[src/rtl/ssd_pkg.sv]
// Shared types and constants for the multiplexed seven-segment display.
// Latency: n/a (types, constants and a pure decode function only).
// Backpressure: n/a.
package ssd_pkg;

    // Binary-to-digit conversion sequencer states
    typedef enum logic [1:0] {
        IDLE   = 2'd0,
        SHIFT  = 2'd1,
        COMMIT = 2'd2
    } conv_state_e;

    // All cathodes off (active-low segments)
    localparam logic [6:0] SEG_BLANK = 7'b1111111;

    // Hex nibble to active-low {a,b,c,d,e,f,g} cathode pattern
    function automatic logic [6:0] seg_decode(input logic [3:0] nib);
        logic [6:0] s;
        case (nib)
            4'h0:    s = 7'b0000001;
            4'h1:    s = 7'b1001111;
            4'h2:    s = 7'b0010010;
            4'h3:    s = 7'b0000110;
            4'h4:    s = 7'b1001100;
            4'h5:    s = 7'b0100100;
            4'h6:    s = 7'b0100000;
            4'h7:    s = 7'b0001111;
            4'h8:    s = 7'b0000000;
            4'h9:    s = 7'b0000100;
            4'hA:    s = 7'b0001000;
            4'hB:    s = 7'b1100000;
            4'hC:    s = 7'b0110001;
            4'hD:    s = 7'b1000010;
            4'hE:    s = 7'b0110000;
            default: s = 7'b0111000;
        endcase
        return s;
    endfunction

endpackage

[src/rtl/ssd_bin2bcd.sv]
// Binary to display-digit converter: shift-add-3 decimal or raw hex nibbles.
// Latency: hex 1 cycle, decimal VAL_W+1 cycles from start to digit update.
// Backpressure: start is accepted only in IDLE or COMMIT (busy_o/done_o tell the caller).
module ssd_bin2bcd
    import ssd_pkg::*;
#(
    parameter int VAL_W      = 14,
    parameter int NUM_DIGITS = 4
) (
    input  logic                    board_clk,
    input  logic                    Reset,
    input  logic                    start_i,
    input  logic [VAL_W-1:0]        value_i,
    input  logic                    hex_i,
    output logic                    busy_o,
    output logic                    done_o,
    output logic [NUM_DIGITS*4-1:0] digits_o,
    output logic                    ovf_o
);

    localparam int DW    = NUM_DIGITS * 4;
    localparam int CNT_W = $clog2(VAL_W + 1);
    localparam logic [63:0] DEC_MAX = 64'(10 ** NUM_DIGITS - 1);

    conv_state_e      state_q, state_d;
    logic [VAL_W-1:0] val_q, val_d, sr_q, sr_d;
    logic             hex_q, hex_d;
    logic [DW-1:0]    bcd_q, bcd_d, bcd_adj, dig_q, dig_d, hex_dig;
    logic [CNT_W-1:0] cnt_q, cnt_d;
    logic             ovf_q, ovf_d, too_big;

    // Hex digits are the captured value's nibbles, zero-extended or truncated to the display
    if (VAL_W >= DW) begin : g_hex_trunc
        assign hex_dig = val_q[DW-1:0];
    end else begin : g_hex_ext
        assign hex_dig = {{(DW - VAL_W){1'b0}}, val_q};
    end

    // Overflow is judged on the whole captured value, so the BCD register needs only NUM_DIGITS digits
    assign too_big = ({{(64 - VAL_W){1'b0}}, val_q} > DEC_MAX);

    // Add-3 correction of every BCD digit that is 5 or more before the next shift
    always_comb begin
        bcd_adj = bcd_q;
        for (int k = 0; k < NUM_DIGITS; k++) begin
            if (bcd_q[k*4 +: 4] >= 4'd5) begin
                bcd_adj[k*4 +: 4] = bcd_q[k*4 +: 4] + 4'd3;
            end
        end
    end

    // Sequencer: shift one bit per cycle, publish digits only in COMMIT, chain a new start from COMMIT
    always_comb begin
        state_d = state_q;
        val_d   = val_q;
        sr_d    = sr_q;
        hex_d   = hex_q;
        bcd_d   = bcd_q;
        cnt_d   = cnt_q;
        dig_d   = dig_q;
        ovf_d   = ovf_q;
        case (state_q)
            SHIFT: begin
                bcd_d = {bcd_adj[DW-2:0], sr_q[VAL_W-1]};
                sr_d  = sr_q << 1;
                cnt_d = cnt_q + CNT_W'(1);
                if (cnt_q == CNT_W'(VAL_W - 1)) begin
                    state_d = COMMIT;
                end
            end
            COMMIT: begin
                if (hex_q) begin
                    dig_d = hex_dig;
                    ovf_d = 1'b0;
                end else if (too_big) begin
                    dig_d = {NUM_DIGITS{4'd9}};
                    ovf_d = 1'b1;
                end else begin
                    dig_d = bcd_q;
                    ovf_d = 1'b0;
                end
                state_d = IDLE;
            end
            default: state_d = IDLE;
        endcase
        if (start_i && (state_q != SHIFT)) begin
            val_d   = value_i;
            sr_d    = value_i;
            hex_d   = hex_i;
            bcd_d   = '0;
            cnt_d   = '0;
            state_d = hex_i ? COMMIT : SHIFT;
        end
    end

    // Conversion state and published digits
    always_ff @(posedge board_clk or posedge Reset) begin
        if (Reset) begin
            state_q <= IDLE;
            val_q   <= '0;
            sr_q    <= '0;
            hex_q   <= 1'b0;
            bcd_q   <= '0;
            cnt_q   <= '0;
            dig_q   <= '0;
            ovf_q   <= 1'b0;
        end else begin
            state_q <= state_d;
            val_q   <= val_d;
            sr_q    <= sr_d;
            hex_q   <= hex_d;
            bcd_q   <= bcd_d;
            cnt_q   <= cnt_d;
            dig_q   <= dig_d;
            ovf_q   <= ovf_d;
        end
    end

    assign busy_o   = (state_q != IDLE);
    assign done_o   = (state_q == COMMIT);
    assign digits_o = dig_q;
    assign ovf_o    = ovf_q;

endmodule

[src/rtl/ssd_scan_display.sv]
// Multiplexed seven-segment driver: load/convert a value, scan digits with blanking.
// Latency: display follows a commit one clock later; an/seg/dp are registered together.
// Backpressure: a load while busy parks in a one-deep pending slot (newest wins), no stall.
module ssd_scan_display
    import ssd_pkg::*;
#(
    parameter int NUM_DIGITS    = 4,
    parameter int SCAN_DIV_BITS = 18,
    parameter int VAL_W         = 14
) (
    input  logic                  board_clk,
    input  logic                  Reset,
    input  logic [VAL_W-1:0]      value,
    input  logic                  load,
    input  logic                  hex_mode,
    input  logic                  blank_lz,
    input  logic [NUM_DIGITS-1:0] dp_mask,
    output logic                  busy,
    output logic                  ovf,
    output logic [NUM_DIGITS-1:0] an,
    output logic [6:0]            seg,
    output logic                  dp
);

    localparam int IDX_W = (NUM_DIGITS > 1) ? $clog2(NUM_DIGITS) : 1;

    logic                    pend_vld_q, pend_vld_d, pend_hex_q, pend_hex_d;
    logic [VAL_W-1:0]        pend_val_q, pend_val_d;
    logic                    conv_start, conv_hex, conv_done;
    logic [VAL_W-1:0]        conv_val;
    logic [NUM_DIGITS*4-1:0] digits;
    logic [SCAN_DIV_BITS-1:0] pre_q, pre_d;
    logic [IDX_W-1:0]        idx_q, idx_d;
    logic [NUM_DIGITS-1:0]   blank_vec, an_q, an_d;
    logic [6:0]              seg_q, seg_d;
    logic                    dp_q, dp_d, upper_nz, cur_blank, cur_dp;
    logic [3:0]              cur_dig;

    // Start from idle on a load, or chain straight out of COMMIT (a same-cycle load beats the parked one)
    always_comb begin
        conv_start = (load && !busy) || (conv_done && (pend_vld_q || load));
        conv_val   = load ? value : pend_val_q;
        conv_hex   = load ? hex_mode : pend_hex_q;
        pend_vld_d = pend_vld_q;
        pend_val_d = pend_val_q;
        pend_hex_d = pend_hex_q;
        if (conv_done && (pend_vld_q || load)) begin
            pend_vld_d = 1'b0;
        end else if (load && busy) begin
            pend_vld_d = 1'b1;
            pend_val_d = value;
            pend_hex_d = hex_mode;
        end
    end

    ssd_bin2bcd #(
        .VAL_W      (VAL_W),
        .NUM_DIGITS (NUM_DIGITS)
    ) u_conv (
        .board_clk (board_clk),
        .Reset     (Reset),
        .start_i   (conv_start),
        .value_i   (conv_val),
        .hex_i     (conv_hex),
        .busy_o    (busy),
        .done_o    (conv_done),
        .digits_o  (digits),
        .ovf_o     (ovf)
    );

    // Scan timing: free-running prescaler, digit index advances on its terminal count
    always_comb begin
        pre_d = pre_q + SCAN_DIV_BITS'(1);
        idx_d = idx_q;
        if (&pre_q) begin
            idx_d = (idx_q == IDX_W'(NUM_DIGITS - 1)) ? '0 : idx_q + IDX_W'(1);
        end
    end

    // Leading-zero mask: a digit above 0 blanks when it and everything above it are zero
    always_comb begin
        upper_nz  = 1'b0;
        blank_vec = '0;
        for (int i = NUM_DIGITS - 1; i >= 0; i--) begin
            upper_nz = upper_nz | (digits[i*4 +: 4] != 4'd0);
            if (i != 0) begin
                blank_vec[i] = blank_lz & ~upper_nz;
            end
        end
    end

    // Pick the digit, blank flag and decimal point for the current scan slot
    always_comb begin
        cur_dig   = 4'd0;
        cur_blank = 1'b0;
        cur_dp    = 1'b0;
        for (int i = 0; i < NUM_DIGITS; i++) begin
            if (idx_q == IDX_W'(i)) begin
                cur_dig   = digits[i*4 +: 4];
                cur_blank = blank_vec[i];
                cur_dp    = dp_mask[i];
            end
        end
    end

    // Next anode/cathode pattern; a blanked slot turns everything off
    always_comb begin
        an_d  = '1;
        seg_d = SEG_BLANK;
        dp_d  = 1'b1;
        if (!cur_blank) begin
            an_d  = ~(NUM_DIGITS'(1) << idx_q);
            seg_d = seg_decode(cur_dig);
            dp_d  = ~cur_dp;
        end
    end

    // Pending slot, scan counters and the display output registers
    always_ff @(posedge board_clk or posedge Reset) begin
        if (Reset) begin
            pend_vld_q <= 1'b0;
            pend_val_q <= '0;
            pend_hex_q <= 1'b0;
            pre_q      <= '0;
            idx_q      <= '0;
            an_q       <= '1;
            seg_q      <= SEG_BLANK;
            dp_q       <= 1'b1;
        end else begin
            pend_vld_q <= pend_vld_d;
            pend_val_q <= pend_val_d;
            pend_hex_q <= pend_hex_d;
            pre_q      <= pre_d;
            idx_q      <= idx_d;
            an_q       <= an_d;
            seg_q      <= seg_d;
            dp_q       <= dp_d;
        end
    end

    assign an  = an_q;
    assign seg = seg_q;
    assign dp  = dp_q;

endmodule

[config.mk]
export PLATFORM = sky130hd
export DESIGN_NAME = ssd_scan_display
export DESIGN_NICKNAME = d
export VERILOG_FILES = /design/src/rtl/ssd_pkg.sv /design/src/rtl/ssd_bin2bcd.sv /design/src/rtl/ssd_scan_display.sv
export SDC_FILE = /design/constraint.sdc
export NUM_CORES = 1
export LEC_CHECK = 0
export ABC_AREA = 1
export CORE_MARGIN = 8
export CORE_UTILIZATION = 40
export CTS_CLUSTER_SIZE = 14
export DETAILED_ROUTE_END_ITERATION = 8
export DONT_BUFFER_PORTS = 1
export SLEW_MARGIN = 20
export SYNTH_ARGS = -nofsm -noshare
export SYNTH_HDL_FRONTEND = slang
export SYNTH_SLANG_ARGS = --single-unit
[constraint.sdc]
create_clock -name board_clk -period 6.5 [get_ports board_clk]
set_clock_uncertainty 0.1 [all_clocks]
set_input_delay 0.325 -clock board_clk [delete_from_list [all_inputs] [get_ports board_clk]]
set_output_delay 0.325 -clock board_clk [all_outputs]
set_load 0.005 [all_outputs]
==> key figures, run 1 <==
Hold path
  • Worst Hold End: pend_val_q[13]$_DFFE_PP0P_
  • Hold_sp: value[13]
  • HP Class: primary input to flop
  • Hold Path Depth: 2

Clocking
  • Register clock-pin slew on the reported worst setup and hold paths: 0.05 ns
  • Sink Count: 116
  • CTS Root Buffer Type: clkbuf_16
  • # H-tree levels: 4
  • CTS max path bufs: 2
  • CTS tree: built
  • Inserted Clock Buffers: 17
  • Latest clock arrival within the worst-skew pair: 0.42 ns

Worst setup path
  • Reg-to-reg endpoint: u_conv.sr_q[13]$_DFFE_PP0P_
  • Critical path endpoint category: flop
  • Reg-to-reg startpoint: u_conv.state_q[0]$_DFFE_PP0P_
  • Worst Setup Start Kind: flop
  • FF-to-FF path depth: 5
  • Worst setup path category: flop to flop
  • Worst-path maximum fanout: 38
  • Worst EP required: 6.70 ns
  • R2r setup slk: 3.62 ns
  • CP arrival: 3.07 ns

Pwr
  • Pwr Density: 475 mW/mm2
  • Flop pwr share: 35.9%
  • Combinational cell fraction of total power: 30.0%
  • Switch share: 35.0%
  • Clk pwr share: 34.2%
  • Switching power: 1.15 mW
  • Peak VDD IR: 0.000229 V
  • Int Pwr: 2.12 mW
  • Leak: 3.33 nW

Timing
  • Relative slew slack: 31.5%
  • Period utilisation layout: 44.3%
  • Slew @ Worst Pin: 1.03 ns
  • Fmax: 348 MHz
  • Final setup fails: 0
  • Final worst slack: 3.62 ns
  • Hold Fails Final Rpt: 0
  • Max Slew Vio Count: 0
  • Fin Hold WS: 0.0168 ns
  • Post-route setup TNS: 0 ns
  • Tmin final: 2.88 ns
  • RSZ-0062 raised after global routing: no

Floorplanning
  • Starting Density: 40.9%
  • Die Y: 138 um
  • Die area: 0.0190 mm2
  • Die Width: 138 um
  • I/O pin count: 37
  • # rows: 44
  • Core Area: 0.0145 mm2

Drt
  • Via density: 5.11
  • Initial drt markers: 292
  • Routed len/inst: 14.4 um
  • DR DRC count: 0
  • Total number of vias: 4605
  • Final wirelength: 13000 um
  • DRT antenna net count: 0
  • Drt pass-1 iters: 4

Final layout
  • Most frequent cells in the layout: nand2_1 (153), dfrtp_1 (104), inv_1 (94)
  • Nets: 749
  • Area growth from synthesis to layout: 16.1%
  • Commonest non-fill, non-tap cell in the layout: nand2_1
  • Inserted Diodes: 0
  • Layout Cells excl Fill: 902
  • Share of cells above drive strength 1: 11.1%

Synth
  • Mean Syn Cell Area: 8.52 um2
  • Sequential area share after synthesis: 49.3%
  • Synthesized instance count: 695
  • Post-Syn Area: 0.00592 mm2
  • Flops & latches, synth: 116
  • Post-synth cell types: 38
  • Synth Net Count: 739
  • Yosys warns: 0

Placed design
  • Dpl ws: 3.64 ns
  • GP Congestion: 0.854
  • DP HPWL: 8890 um
  • Post-Place Cells: 854
  • PortBufs: 0

Global routing
  • GRT Total Usage: 14.6%
  • Vias in the first global route: 4549
  • Largest net degree at the start of global routing: 86
  • Overflow after GRT: 0
  • First-pass GRT wire length: 21700 um
  • Initial antenna violation count: 0

Status
  • Outcome: completed

Job
  • Max Cap Viol: 0
power groups by stage:
stage	combinational (mW)	clock (mW)	sequential, mW
2_1_floorplan	0.811	0	1.11
3_3_place_gp	0.931	0	1.17
3_5_place_dp	0.964	0	1.18
4_1_cts	0.980	1.14	1.17
5_1_grt	1.13	1.17	1.21
6_report	0.980	1.12	1.17
sequential cells by signal (all words and copies together) (netlist names):
name	count
pend_val_q	14
idx_q	2
u_conv.ovf_o	1
pre_q	18
u_conv.bcd_q	16
pend_vld_q	1
dp	1
u_conv.sr_q	14
u_conv.cnt_q	4
pend_hex_q	1
u_conv.val_q	14
u_conv.digits_o	16
an	4
u_conv.state_q	2
u_conv.hex_q	1
seg	7
critical path, cell delays in order (launching register included):
cell and delay (ns):
dfrtp_1 0.39, inv_1 0.23, nand2_2 0.69, nand2_1 0.84, o22ai_1 0.43, inv_1 0.07
layer usage:
metal  wire (um)  GRT usage (%)  part of all wire (%)  vias up
met5           0              0                     0        -
met4         193           5.97                   1.5        0
met3         690           4.23                   5.3       17
met2        6180           22.9                    48       75
met1        5900           18.4                    46     2236
li1            -              -                     -     2277
final cells by class:
class                           instances  area [um2]
Inverter                               97         369
Multi-Input combinational cell        456        2480
Clock buffer                           23         488
Fill cell                            1328        7600
Timing Repair Buffer                   17         171
Clock inverter                          9         220
Sequential cell                       116        2920
Tap cell                              184         230
cell usage after synthesis:
master      n  share of area [%]
nand2_1   153                9.7
inv_1      95                6.0
nor3_1      9               0.76
inv_4       1               0.11
buf_6       5               0.95
nand2_2     5               0.53
a22oi_1     1               0.13
o21ai_0    63                5.3
a21oi_4     3               0.82
ha_1       21                4.4
a21oi_2    10                1.5
nor2_4      2               0.38
nand3_2     2               0.34
o21bai_1    7               0.89
dfrtp_1   104                 44
xor2_1     15                2.2
o22ai_1    19                2.0
nor2_1     33                2.1
o21ai_2     1               0.15
buf_1       1              0.063
inv_2       1              0.063
a21o_1      6               0.76
nand3b_1    1               0.13
nor3_2      1               0.17
clkbuf_1    9               0.57
a21boi_2    1               0.19
a21boi_0    1               0.13
dfstp_2    12                5.3
buf_4       3               0.38
nor2_2      2               0.21
nand4_1     6               0.63
nand3_1    43                3.6
a21oi_1    40                3.4
nand2_4     1               0.19
o221ai_1    1               0.15
xnor2_1     3               0.44
buf_2       8               0.68
or2_2       6               0.63
cell families after synthesis:
| group | share of synthesized area (%) |
|---|---|
| AND/OR/NAND/NOR | 19.4 |
| AO/OA/AOI/OAI | 15.4 |
| buffers and inverters | 8.83 |
| flip-flops | 49.3 |
| adder cells (fa/ha/maj) | 4.44 |
| XOR/XNOR | 2.66 |
timing repair:
action,CTS,global route
setup buffers,0,0
hold buffers,16,0
endpoints found under the hold margin,42,0
gates resized for setup,0,0
worst max-delay path by stage:
stage,cells past startpoint,end,from
final,5,u_conv.sr_q[13]$_DFFE_PP0P_,u_conv.state_q[0]$_DFFE_PP0P_
after global routing,5,u_conv.sr_q[1]$_DFFE_PP0P_,u_conv.state_q[0]$_DFFE_PP0P_
after CTS,5,u_conv.sr_q[13]$_DFFE_PP0P_,u_conv.state_q[0]$_DFFE_PP0P_
after detailed placement,5,u_conv.sr_q[4]$_DFFE_PP0P_,u_conv.state_q[0]$_DFFE_PP0P_
after global placement,5,u_conv.sr_q[11]$_DFFE_PP0P_,u_conv.state_q[0]$_DFFE_PP0P_
after floorplan,1,idx_q[0]$_DFFE_PP0P_,Reset
stage by stage:
step / cell area, um2 / total power, mW / util (%)
2_1_floorplan: 5920 / 1.92 / -
3_3_place_gp: 6010 / 2.10 / 41.5
3_5_place_dp: 6010 / 2.14 / 41.5
4_1_cts: 6870 / 3.29 / 47.5
5_1_grt: 6880 / 3.50 / 47.5
6_report: 6880 / 3.27 / 47.5
(Power assumes the default switching activity.)
==> run 2, diff against run 1 <==
==> constraint.sdc (replaced) <==
create_clock -name board_clk -period 2.3 [get_ports board_clk]
set_clock_uncertainty 0.1 [all_clocks]
set_input_delay 0.115 -clock board_clk [delete_from_list [all_inputs] [get_ports board_clk]]
set_output_delay 0.115 -clock board_clk [all_outputs]
set_load 0.005 [all_outputs]
==> key figures, run 2 (synthesis gave the netlist of run 1 again) <==
Floorplanning
  • Die area: 0.0190 mm2 (unchanged)
  • Starting Density: 40.9% (unchanged)
  • Die Y: 138 um (unchanged)
  • Die Width: 138 um (unchanged)
  • Core Area: 0.0145 mm2 (unchanged)
  • I/O pin count: 37 (unchanged)
  • # rows: 44 (unchanged)

Job
  • Max Cap Viol: 0 (unchanged)

Timing
  • Relative slew slack: 60.4% (+29 points)
  • RSZ-0062 raised after global routing: no
  • Hold Fails Final Rpt: 0 (unchanged)
  • Final setup fails: 0 (unchanged)
  • Period utilisation layout: 91.1% (+47 points)
  • Post-route setup TNS: 0 ns (unchanged)
  • Max Slew Vio Count: 0 (unchanged)
  • Fmax: 477 MHz (+37%)
  • Tmin final: 2.10 ns (-0.781 ns)
  • Slew @ Worst Pin: 0.592 ns (-0.433 ns)

Final layout
  • Nets: 764 (+2.0%)
  • Share of cells above drive strength 1: 12.0% (+0.86 points)
  • Inserted Diodes: 0 (unchanged)
  • Fillers: 1383 (+4.1%)
  • Biggest register: pre_q
  • Max reg flops: 18 (unchanged)
  • Most frequent cells in the layout: nand2_1 (152), dfrtp_1 (104), inv_1 (94)
  • Commonest non-fill, non-tap cell in the layout: nand2_1
  • Area growth from synthesis to layout: 16.1% (unchanged)
  • Layout Cells excl Fill: 917 (+1.7%)
  • Register area: 0.00292 mm2 (unchanged)
  • Final core utilization: 47.5% (unchanged)
  • Multi-input gate area: 0.00250 mm2 (+0.60%)

Drt
  • Routed len/inst: 14.2 um (-0.94%)
  • Total number of vias: 4722 (+2.5%)
  • Initial drt markers: 376 (+29%)
  • DR DRC count: 0 (unchanged)
  • DRT antenna net count: 0 (unchanged)
  • Via density: 5.15 (+0.86%)
  • Drt pass-1 iters: 5 (+1)
  • Final wirelength: 13100 um (+0.71%)

Clocking
  • CTS max path bufs: 2 (unchanged)
  • Inserted Clock Buffers: 17 (unchanged)
  • # H-tree levels: 4 (unchanged)
  • CTS Root Buffer Type: clkbuf_16
  • Latest clock arrival within the worst-skew pair: 0.41 ns (about the same)
  • Register clock-pin slew on the reported worst setup and hold paths: 0.05 ns (about the same)
  • Sink Count: 116 (unchanged)
  • Setup bufs post-CTS: 0 (unchanged)
  • CTS tree: built

Placed design
  • Post-Place Cells: 863 (+1.1%)
  • GP Congestion: 0.881 (+3.2%)
  • DP HPWL: 9370 um (+5.4%)
  • PortBufs: 0 (unchanged)

Global routing
  • Largest net degree at the start of global routing: 63 (-27%)
  • GR peak layer: met2
  • First-pass GRT wire length: 21900 um (+0.70%)
  • Initial antenna violation count: 0 (unchanged)
  • M2 GR Usage: 22.2% (-0.73 points)
  • Met3 Track Usage GR: 3.90% (-0.33 points)
  • Grt met1 use: 19.3% (+0.86 points)
  • Overflow after GRT: 0 (unchanged)
  • Vias in the first global route: 4497 (-1.1%)
  • GRT Total Usage: 14.6% (-0.018 points)

Pwr
  • Clk pwr share: 28.6% (-5.6 points)
  • Combinational cell fraction of total power: 33.1% (+3.1 points)
  • Switching power: 3.22 mW (+180%)
  • Final Total Pwr: 8.65 mW (+160%)
  • Leak: 3.33 nW (about the same)
  • Flop pwr share: 38.2% (+2.3 points)
  • Pwr Density: 1260 mW/mm2 (+160%)
  • Switch share: 37.2% (+2.2 points)
  • Int Pwr: 5.43 mW (+160%)
  • Peak VDD IR: 0.000636 V (+180%)

Worst setup path
  • Critical path endpoint category: flop
  • Worst EP required: 2.54 ns (-4.16 ns)
  • Worst setup path category: flop to flop
  • Worst Setup Start Kind: flop
  • Worst-path maximum fanout: 5 (-87%)
  • CP arrival: 2.34 ns (-0.73 ns)

Hold path
  • HP Class: primary input to asynchronous set/reset pin

Status
  • Outcome: completed
-- run 2: changes by cell type in the layout (fill, tap and decap cells not counted), sizes merged --
cell / change
inv: -1
clkinv: +1
buf: +9
clkbuf: +4
bufinv: -6
dlygate4sd3: +6
clkinvlp: +2
-- run 2: final timing paths --
check,slack [ns],to,cells past startpoint,from
min,0.14,u_conv.bcd_q[7]$_DFFE_PP0P_,2,Reset
max,0.20,seg[5]$_DFF_PP1_,14,idx_q[0]$_DFFE_PP0P_
min reg2reg,0.37,pre_q[15]$_DFF_PP0_,1,pre_q[15]$_DFF_PP0_
min in group board_clk,0.15,pend_vld_q$_DFFE_PP0P_,2,load
max in group asynchronous,1.14,an[0]$_DFF_PP1_,3,Reset
max reg2reg,0.20,seg[5]$_DFF_PP1_,14,idx_q[0]$_DFFE_PP0P_
-- run 2: repair_timing --
action                                 4_1_cts  5_1_grt
setup endpoints to repair                    0        6
endpoints found under the hold margin       68        0
resized for setup                            0        4
hold buffers                                22        0
-- run 2: per-stage QoR --
stage,cell area (um2),hold slack (ns),worst slack [ns]
CTS,6860,0.114,0.0355
floorplan,5930,0.123,0.356
detailed placement,6090,-0.0133,0.114
finish,6880,0.138,0.204
global placement,6090,-0.0314,0.239
global route,6880,0.168,0.0211
-- run 2: final cells by class --
class	instances	share of cell area (%)
clock inverter	5	0.764
sequential	116	42.4
multi-input combinational	456	36.3
clock buffer	27	7.31
timing repair buffer	32	4.48
inverter	97	5.38
tap	184	3.35
-- run 2: metal layers --
metal / wire, um / vias up
met5: 0 / -
met4: 216 / 0
met3: 613 / 26
met2: 5970 / 120
met1: 6260 / 2280
li1: - / 2296
-- run 2: power groups by stage --
stage	combinational (mW)	clock, mW	sequential, mW
floorplan	2.29	0	3.14
global placement	2.69	0	3.30
detailed placement	2.81	0	3.33
CTS	2.85	2.52	3.30
global route	3.30	2.63	3.39
finish	2.87	2.48	3.30
-- run 2: critical path, stage by stage (launching register included) --
cell and delay [ns]:
dfrtp_1 0.42, inv_1 0.10, ha_1 0.20, inv_1 0.08, nor2_4 0.11, nand2_1 0.07
nand2_1 0.08, nand2_1 0.05, nand2_1 0.14, inv_1 0.13, ha_1 0.30, nand2_1 0.07
nor2_1 0.04, nor2_1 0.10, nand2_1 0.05
==> run 3, diff against run 2 <==
--- a/config.mk
+++ b/config.mk
@@ -11,6 +11,8 @@
 export CTS_CLUSTER_SIZE = 14
 export DETAILED_ROUTE_END_ITERATION = 8
 export DONT_BUFFER_PORTS = 1
+export GPL_TIMING_DRIVEN = 0
+export PLACE_DENSITY = 0.55
 export SLEW_MARGIN = 20
 export SYNTH_ARGS = -nofsm -noshare
 export SYNTH_HDL_FRONTEND = slang
==> key figures, run 3 (synthesis gave the netlist of run 1 again) <==
Global routing
  • M2 GR Usage: 23.0% (+0.76 points)
  • Overflow after GRT: 0 (unchanged)
  • GR peak layer: met2
  • First-pass GRT wire length: 22600 um (+3.2%)
  • Vias in the first global route: 4597 (+2.2%)
  • Grt met1 use: 20.6% (+1.3 points)
  • GRT Total Usage: 15.2% (+0.68 points)
  • Initial antenna violation count: 0 (unchanged)
  • Met3 Track Usage GR: 3.39% (-0.51 points)
  • Largest net degree at the start of global routing: 35 (-44%)

Floorplanning
  • Core Area: 0.0145 mm2 (unchanged)
  • Die Width: 138 um (unchanged)
  • Starting Density: 40.9% (unchanged)
  • I/O pin count: 37 (unchanged)
  • Die Y: 138 um (unchanged)
  • Die area: 0.0190 mm2 (unchanged)
  • # rows: 44 (unchanged)

Clocking
  • Register clock-pin slew on the reported worst setup and hold paths: 0.05 ns (about the same)
  • Sink Count: 116 (unchanged)
  • Inserted Clock Buffers: 17 (unchanged)
  • CTS max path bufs: 2 (unchanged)
  • CTS Root Buffer Type: clkbuf_16
  • # H-tree levels: 4 (unchanged)
  • Latest clock arrival within the worst-skew pair: 0.42 ns (about the same)
  • CTS tree: built

Final layout
  • Fin area: 0.00711 mm2 (+3.4%)
  • Most frequent cells in the layout: nand2_1 (151), dfrtp_1 (104), inv_1 (93)
  • Commonest non-fill, non-tap cell in the layout: nand2_1
  • Share of cells above drive strength 1: 13.3% (+1.3 points)
  • Nets: 788 (+3.1%)
  • Max reg flops: 18 (unchanged)
  • Layout Cells excl Fill: 941 (+2.6%)
  • Biggest register: pre_q
  • Area growth from synthesis to layout: 20.1%
  • Inserted Diodes: 0 (unchanged)

Worst setup path
  • Worst Setup Start Kind: flop
  • Worst setup path category: flop to flop
  • Critical path endpoint category: flop
  • CP dominant cell by count: nand2_1
  • Delay of the slowest critical-path stage: 0.41 ns (about the same)
  • CP arrival: 2.39 ns (+0.05 ns)
  • Worst-path maximum fanout: 10 (+5)
  • Slowest cell on crit path: dfrtp_1
  • Critical Path, Cell by Cell: inv_1, ha_1, buf_4, a21oi_2, nand2_1, a21boi_4, inv_1, ha_1, nand2_1, nand2_1, nand2_1, nand3_1
  • Worst EP required: 2.54 ns (about the same)

Drt
  • Via density: 5.01 (-2.7%)
  • Initial drt markers: 259 (-31%)
  • Drt pass-1 iters: 5 (unchanged)
  • DR DRC count: 0 (unchanged)
  • DRT antenna net count: 0 (unchanged)
  • Routed len/inst: 14.2 um (about the same)
  • Total number of vias: 4717 (-0.11%)
  • Final wirelength: 13400 um (+2.6%)

Timing
  • Slew @ Worst Pin: 0.555 ns (-0.0375 ns)
  • Relative slew slack: 63.0% (+2.6 points)
  • Tmin final: 2.15 ns (+0.0548 ns)
  • Final setup fails: 0 (unchanged)
  • Hold Fails Final Rpt: 0 (unchanged)
  • Final worst slack: 0.149 ns (-0.0548 ns)
  • RSZ-0062 raised after global routing: no
  • Period utilisation layout: 93.5% (+2.4 points)
  • Max Slew Vio Count: 0 (unchanged)
  • Fmax: 465 MHz (-2.5%)

Status
  • Outcome: completed

Job
  • Max Cap Viol: 0 (unchanged)

Placed design
  • Dpl ws: 0.0586 ns (-0.0553 ns)
  • Post-DP Area: 0.00624 mm2 (+2.6%)
  • PortBufs: 0 (unchanged)
  • DP HPWL: 10000 um (+7.1%)
  • GP Congestion: 0.884 (+0.37%)
  • Post-Place Cells: 883 (+2.3%)

Pwr
  • Peak VDD IR: 0.000592 V (-7.0%)
  • Switching power: 3.29 mW (+2.4%)
  • Pwr Density: 1250 mW/mm2 (-0.24%)
  • Clk pwr share: 29.1% (+0.5 points)
  • Combinational cell fraction of total power: 34.4% (+1.3 points)
  • Final Total Pwr: 8.92 mW (+3.2%)
  • Switch share: 36.9% (-0.26 points)
  • Leak: 3.43 nW (+2.9%)
  • Flop pwr share: 36.6% (-1.6 points)
  • Int Pwr: 5.63 mW (+3.6%)

Hold path
  • HP Class: primary input to asynchronous set/reset pin
-- run 3: metal layers --
layer / vias to the layer above / wire, um / part of all wire (%)
li1: 2352 / - / -
met1: 2277 / 6520 / 49
met2: 75 / 6120 / 46
met3: 13 / 558 / 4.2
met4: 0 / 200 / 1.5
met5: - / 0 / 0
-- run 3: critical path, delay by kind of cell, from the launching register on --
family	cells	cell delay, ns
simple gates	5	0.35
flops	1	0.41
compound gates	2	0.37
buf+inv	3	0.35
fa+ha+maj	2	0.49
-- run 3: worst paths after layout --
check / slack, ns / start / to / cells after the start
worst max-delay path: 0.15 / idx_q[0]$_DFFE_PP0P_ / seg[3]$_DFF_PP1_ / 12
worst min-delay path: 0.05 / Reset / u_conv.bcd_q[2]$_DFFE_PP0P_ / 2
worst max register to register: 0.15 / idx_q[0]$_DFFE_PP0P_ / seg[3]$_DFF_PP1_ / 12
worst min register to register: 0.35 / u_conv.cnt_q[3]$_DFFE_PP0P_ / u_conv.cnt_q[3]$_DFFE_PP0P_ / 1
max in group asynchronous: 1.28 / Reset / seg[4]$_DFF_PP1_ / 4
min in group board_clk: 0.08 / load / u_conv.val_q[6]$_DFFE_PP0N_ / 4
-- run 3: stage by stage --
stage          utilization [%]  hold slack, ns  setup TNS, ns
6_report                  49.1          0.0533              0
3_5_place_dp              43.1          -0.119              0
4_1_cts                   48.9          0.0474              0
3_3_place_gp              42.5           0.127          -2.66
5_1_grt                   49.1          0.0664              0
2_1_floorplan                -           0.123              0
-- run 3: layout make-up --
type | instances | area (um2)
multi-input cells | 456 | 2510
fillers | 1362 | 7370
plain buffers | 26 | 156
clock buffers | 28 | 507
flip-flops and latches | 116 | 2920
well taps | 184 | 230
inverters | 97 | 370
clock inverters | 4 | 72.6
repair buffers | 30 | 345
-- run 3: power by group through the flow --
stage          registers, mW  clock network, mW  logic, mW
4_1_cts                 3.26               2.65       3.03
3_5_place_dp            3.29                  0       2.98
2_1_floorplan           3.14                  0       2.29
6_report                3.26               2.59       3.07
5_1_grt                 3.35               2.73       3.52
3_3_place_gp            3.27                  0       2.86
-- run 3: repair_timing --
action                     4_1_cts  5_1_grt
setup buffers                    0        1
resized for setup                0        8
hold buffers                    25        0
hold endpoints to repair       153        0
setup endpoints to repair        0        6
